File: src/rtl/run_detect_sched.sv
// rtl/run_detect_sched.sv - round-robin shared serial run-length detector
// Two word requesters share one LSB-first detector; each word yields one id/hit-count result.
module run_detect_sched #(
   parameter int WIDTH = 8,
   parameter int RUN   = 4,
   parameter int CNT_W = 4
) (
   input  logic             clk,
   input  logic             reset,
   input  logic             req0_valid,
   input  logic [WIDTH-1:0] req0_data,
   output logic             req0_ready,
   input  logic             req1_valid,
   input  logic [WIDTH-1:0] req1_data,
   output logic             req1_ready,
   output logic             res_valid,
   output logic             res_id,
   output logic [CNT_W-1:0] res_hits,
   input  logic             res_ready,
   output logic             det_out,
   output logic             busy
);

   localparam int BW = (WIDTH > 1) ? $clog2(WIDTH) : 1;
   localparam int RW = $clog2(RUN + 1);
   localparam logic [BW-1:0] LAST_BIT = BW'(WIDTH - 1);
   localparam logic [RW-1:0] RUN_V    = RW'(RUN);

   typedef enum logic [1:0] {IDLE, SHIFT, DONE} state_t;

   state_t           state_q, state_d;
   logic             last_grant_q, last_grant_d;
   logic             id_q, id_d;
   logic [WIDTH-1:0] sreg_q, sreg_d;
   logic [BW-1:0]    bitcnt_q, bitcnt_d;
   logic [RW-1:0]    run_q, run_d;
   logic             prev_q, prev_d;
   logic [CNT_W-1:0] hits_q, hits_d;
   logic             det_q, det_d;

   logic             grant0, grant1;
   logic             bit_v;
   logic [RW-1:0]    run_new;

   always_comb begin
      state_d      = state_q;
      last_grant_d = last_grant_q;
      id_d         = id_q;
      sreg_d       = sreg_q;
      bitcnt_d     = bitcnt_q;
      run_d        = run_q;
      prev_d       = prev_q;
      hits_d       = hits_q;
      det_d        = det_q;
      grant0       = 1'b0;
      grant1       = 1'b0;
      bit_v        = sreg_q[0];
      run_new      = run_q;

      case (state_q)
         IDLE: begin
            // On contention the requester that did not win last time is favoured.
            grant0 = req0_valid && (!req1_valid || last_grant_q);
            grant1 = req1_valid && (!req0_valid || !last_grant_q);
            if (grant0 || grant1) begin
               sreg_d       = grant1 ? req1_data : req0_data;
               id_d         = grant1;
               last_grant_d = grant1;
               bitcnt_d     = '0;
               run_d        = '0;
               hits_d       = '0;
               det_d        = 1'b0;
               state_d      = SHIFT;
            end
         end
         SHIFT: begin
            sreg_d = sreg_q >> 1;
            if (bitcnt_q == '0 || bit_v != prev_q) begin
               run_new = RW'(1);
            end else if (run_q == RUN_V) begin
               run_new = RUN_V;
            end else begin
               run_new = run_q + RW'(1);
            end
            run_d  = run_new;
            prev_d = bit_v;
            det_d  = (run_new == RUN_V);
            // Run length pins at RUN so every further equal bit scores another hit.
            if (run_new == RUN_V && hits_q != '1) begin
               hits_d = hits_q + CNT_W'(1);
            end
            bitcnt_d = bitcnt_q + BW'(1);
            if (bitcnt_q == LAST_BIT) begin
               state_d = DONE;
            end
         end
         DONE: begin
            if (res_ready) begin
               state_d = IDLE;
            end
         end
         default: state_d = IDLE;
      endcase
   end

   always_ff @(posedge clk or negedge reset) begin
      if (!reset) begin
         state_q      <= IDLE;
         last_grant_q <= 1'b1;
         id_q         <= 1'b0;
         sreg_q       <= '0;
         bitcnt_q     <= '0;
         run_q        <= '0;
         prev_q       <= 1'b0;
         hits_q       <= '0;
         det_q        <= 1'b0;
      end else begin
         state_q      <= state_d;
         last_grant_q <= last_grant_d;
         id_q         <= id_d;
         sreg_q       <= sreg_d;
         bitcnt_q     <= bitcnt_d;
         run_q        <= run_d;
         prev_q       <= prev_d;
         hits_q       <= hits_d;
         det_q        <= det_d;
      end
   end

   assign req0_ready = grant0;
   assign req1_ready = grant1;
   assign res_valid  = (state_q == DONE);
   assign res_id     = id_q;
   assign res_hits   = hits_q;
   assign det_out    = det_q;
   assign busy       = (state_q != IDLE);

endmodule

File: config.mk
export PLATFORM = sky130hd
export DESIGN_NAME = run_detect_sched
export DESIGN_NICKNAME = d
export VERILOG_FILES = /design/src/rtl/run_detect_sched.sv
export SDC_FILE = /design/constraint.sdc
export NUM_CORES = 1
export LEC_CHECK = 0
export CORE_MARGIN = 2
export CORE_UTILIZATION = 40
export DETAILED_ROUTE_END_ITERATION = 8
export PLACE_DENSITY = 0.74
export SLEW_MARGIN = 25
export SYNTH_ARGS = -nofsm -noshare
export SYNTH_HDL_FRONTEND = slang
export SYNTH_SLANG_ARGS = --single-unit
File: constraint.sdc
create_clock -name clk -period 4.69 [get_ports clk]
set_input_delay 0.938 -clock clk [delete_from_list [all_inputs] [get_ports clk]]
set_output_delay 0.938 -clock clk [all_outputs]
set_load 0.03 [all_outputs]
---- Yosys cells after proc, flatten, opt, wreduce, memory -nomap -nowiden ----
Index checks and enable logic that the tools add are counted.
storage, ports and cells
  bits in registers ....................... 24
  input port bits ......................... 21
  output and inout bits ................... 10
  logic and storage cells ................. 61
cells by class
  $add $sub $neg .......................... 3
  eq/ne operators ......................... 11
  muxes and demuxes ....................... 20
  reduce and logical (&&, ||, !) cells .... 18
operator list
  cell                 count
  $mux 8               2
  $pmux 8 s2           1
  $mux 3               4
  $pmux 3 s2           2
  $eq 3x3->1 const B   3
  $mux 4               2
  $pmux 4 s2           1
  $add 3x1->3 const B  2
  $mux 2               3
  $ne 2x2->1 const B   3
  $pmux 2 s3           1
  $reduce_and 3->1     2
  $add 4x1->4 const B  1
  $logic_or 1x1->1     4
  $ne 4x4->1 const B   1
  $reduce_and 2->1     2
  $reduce_bool 2->1    2
  $logic_and 1x1->1    3
  $logic_not 1->1      3
  $logic_not 3->1      1
  $mux 1               3
  $eq 2x1->1 const B   1
  $eq 2x2->1 const B   1
  $logic_not 2->1      1
  3 further kinds      3

---- Longest topological paths before layout ----
  depth after elaboration ................. 8
  gate-level depth with buffers ........... 6
  mapped depth without buffers ............ 6

---- Least setup slack after synthesis ----
No wires, ideal clock.
  kind .................................... input to output
  start point ............................. input req1_valid
  end point ............................... output req1_ready
  data arrival time ....................... 1.707 ns
  required time ........................... 3.752 ns
  setup slack ............................. 2.045 ns
  cell stages on the path ................. 3
  buffers on the path ..................... 1
  path through ............................ a21bo_1 -> buf_6 -> nor2_1
between the ends
  word-level cells in the longest chain between the ends .. 2
RTL lines
  element            RTL line  source
  from (decl)        13        input logic req1_valid,
  $logic_and 1x1->1  64        grant1 = req1_valid && (!req0_valid || !last_grant_q);
  $mux 1             60        case (state_q)
  to (decl)          15        output logic req1_ready,
Every way passes these cells.

---- Final worst setup path ----
Ends and elaborated chain as after synthesis.

==> impl_metrics.py <==
metrics = {
    "place": {
        "port_buffers": 30,
        "place_hpwl_mm": 2.16,
        "place_area_um2": 1690,
        "placed_cells": 205,
        "place_congestion": 0.779,
    },
    "run_status": {
        "outcome": "finished clean",
    },
    "synth": {
        "ys_warn_count": 0,
        "netlist_top_cells_area": "dfrtp_1 (42%), ha_1 (5.5%), mux2i_1 (4.4%)",
        "synth_cells": 133,
        "avgSynthCellArea_um2": 10.2,
        "yosysTopAreaCellShare_pct": 42.3,
        "ys_ff_latch": 24,
        "synth_fp_nets": 160,
        "synth_area_leader_cell": "dfrtp_1",
        "seq_area_frac_synth_pct": 44.3,
        "yosysUniqueCellTypes": 37,
        "syn_area_um2": 1360,
    },
    "setup_path": {
        "critPathRequiredTime_ns": 3.75,
        "cp-start-kind": "input pin",
        "path_max_fanout": 9,
        "slowest_stage": "clkdlybuf4s50_1",
        "critPathMaxStageDelay_ns": 0.69,
        "critPathArrivalTime_ns": 2.78,
        "r2r_slack_ns": 2.81,
        "end_kind": "primary output",
        "rr_startpoint": "run_q[0]",
        "cp.depth": 4,
        "worstReg2RegEnd": "res_hits[0]",
        "path_delay_family": "buffers and inverters",
        "cpMostUsedCell": "clkdlybuf4s50_1",
        "path_class": "input pin to primary output",
        "worst-path-buf-inv": 2,
        "path_cells": "clkdlybuf4s50_1 -> a21bo_1 -> nor2_1 -> clkdlybuf4s50_1",
        "reg2reg_depth": 6,
    },
    "worst_hold_path": {
        "hp-class": "flop to flop",
        "min_path_cells": 1,
        "holdCritStartpoint": "res_id",
        "worstHoldEndpoint": "res_id",
    },
    "layout": {
        "num_antenna_cells": 0,
        "syn_to_final_growth_pct": 27.9,
        "nNetsFinal": 191,
        "instances_no_fill": 209,
        "drive_above_1_share_pct": 10.4,
        "final_common_cell": "clkdlybuf4s50_1",
        "final_cell_mix": "clkdlybuf4s50_1 (29), dfrtp_1 (23), nand2_1 (15), nor2_1 (10), inv_1 (9)",
        "stdcell_area_um2": 1740,
    },
    "routing": {
        "dr.pass1.iters": 4,
        "num_vias": 1097,
        "drc": 0,
        "wl_per_cell_um": 13.6,
        "ant_nets": 0,
        "viasPerCell": 5.25,
        "wl_mm": 2.84,
        "first_iter_violations": 60,
    },
    "clocking": {
        "cts_buffers": 3,
        "cts_resized": 0,
        "cts_max_level": 1,
        "cts_sinks": 24,
        "path_clk_slew_ns": 0.13,
        "tritoncts": "yes",
        "clock_latency_ns": 0.32,
        "cts-root-buf": "clkbuf_4",
        "hold_buffers": 0,
        "postCtsSetupRepairBufs": 0,
        "clockBufferDepth": 2,
    },
    "timing": {
        "slew_viol_final": 0,
        "rsz0062_at_grt": "no",
        "finalSetupTns_ns": 0,
        "min_period_over_period_pct": 79.3,
        "hold_viol": 0,
        "whs_ns": 0.506,
        "tightest_slew_ns": 0.617,
        "setup_viol": 0,
        "clock_skew_ns": 0.0126,
        "fmax_ghz": 0.269,
        "slew_headroom_pct": 58.6,
        "min_period_ns": 3.72,
    },
    "die": {
        "core_area_um2": 3310,
        "die-width_um": 62.3,
        "io_pins": 31,
        "initial_core_util_pct": 41.1,
        "die_height_um": 62.3,
        "die_area_um2": 3880,
        "placementRows": 21,
    },
    "global_route": {
        "track_usage_pct": 16.2,
        "grt_pass1_vias": 1139,
        "overflow": 0,
        "grt_max_degree": 25,
        "grt_pass1_wl_mm": 5.11,
        "antenna_found_initial": 0,
    },
    "power": {
        "total_power_mw": 1.03,
        "leakagePower_nw": 0.775,
        "peakVddDrop_uv": 340,
        "p_per_area_nw_per_um2": 594,
    },
    "flow_run": {
        "drv_cap": 0,
    },
}
==> registers in the layout (all words and copies together), names as in the netlist <==
register and count:
last_grant_q 1, res_id 1, sreg_q 8, prev_q 1, run_q 3, state_q 2, bitcnt_q 3, res_hits 4
det_out 1
==> report_power, final <==
| group | total (mW) | internal, mW | switching (mW) | leakage (nW) |
|---|---|---|---|---|
| Combinational | 0.506 | 0.229 | 0.277 | 0.453 |
| Clock | 0.152 | 0.0864 | 0.0652 | 0.0279 |
| Sequential | 0.375 | 0.297 | 0.0782 | 0.294 |
==> cell families after synthesis <==
group                      synth area share, %
AOI/OAI and AO/OA                         19.7
DFF                                       44.3
and+or+nand+nor                           15.8
muxes                                     9.66
buffers and inverters                     4.42
adders and majority gates                 5.52
xor gates and xnor gates                 0.644
==> layer usage <==
metal / share of wire [%] / track usage, % / up-vias / wire (um)
met5: 0 / 0 / - / 0
met4: 1.1 / 3.89 / 0 / 31
met3: 4.3 / 4.17 / 4 / 121
met2: 52 / 28.7 / 25 / 1480
met1: 43 / 19.9 / 534 / 1210
li1: - / - / 534 / -
==> cell usage after synthesis (all sizes together) <==
master	n
dfrtp	23
nand2	15
o21ai	11
nor2	10
inv	9
ha	6
mux2i	6
o22ai	6
mux2	5
buf	4
nor3	4
a211oi	3
a21oi	3
a31oi	3
nand3	3
nor2b	3
a21o	2
a22o	2
a2bb2oi	2
nand2b	2
a21bo	1
a311oi	1
and3b	1
dfstp	1
nand3b	1
nor3b	1
o21bai	1
o31ai	1
o41a	1
or2	1
xnor2	1
==> stage by stage <==
step                      util (%)  worst slack [ns]
final                         52.5             0.972
after global placement        51.1              1.01
after detailed placement      51.1             0.980
after global routing          52.5             0.829
after CTS                     52.7             0.969
after floorplan                  -              2.05
==> final cells by class <==
class                      count  area (um^2)
fill                         337         1570
multi-input combinational     96          698
sequential                    24          602
timing repair buffer          30          295
tap                           46         57.6
inverter                       9         33.8
clock inverter                 1         30.0
clock buffer                   3         22.5
==> how the worst max path moves through the flow <==
stage                 endpoint  slack [ns]  startpoint
finish              req1_ready        0.97  req1_valid
global route        req1_ready        0.83  req1_valid
CTS                 req1_ready        0.97  req1_valid
detailed placement  req1_ready        0.98  req1_valid
global placement    req1_ready        1.01  req1_valid
floorplan           req1_ready        2.05  req1_valid
(Power assumes the default switching activity.)
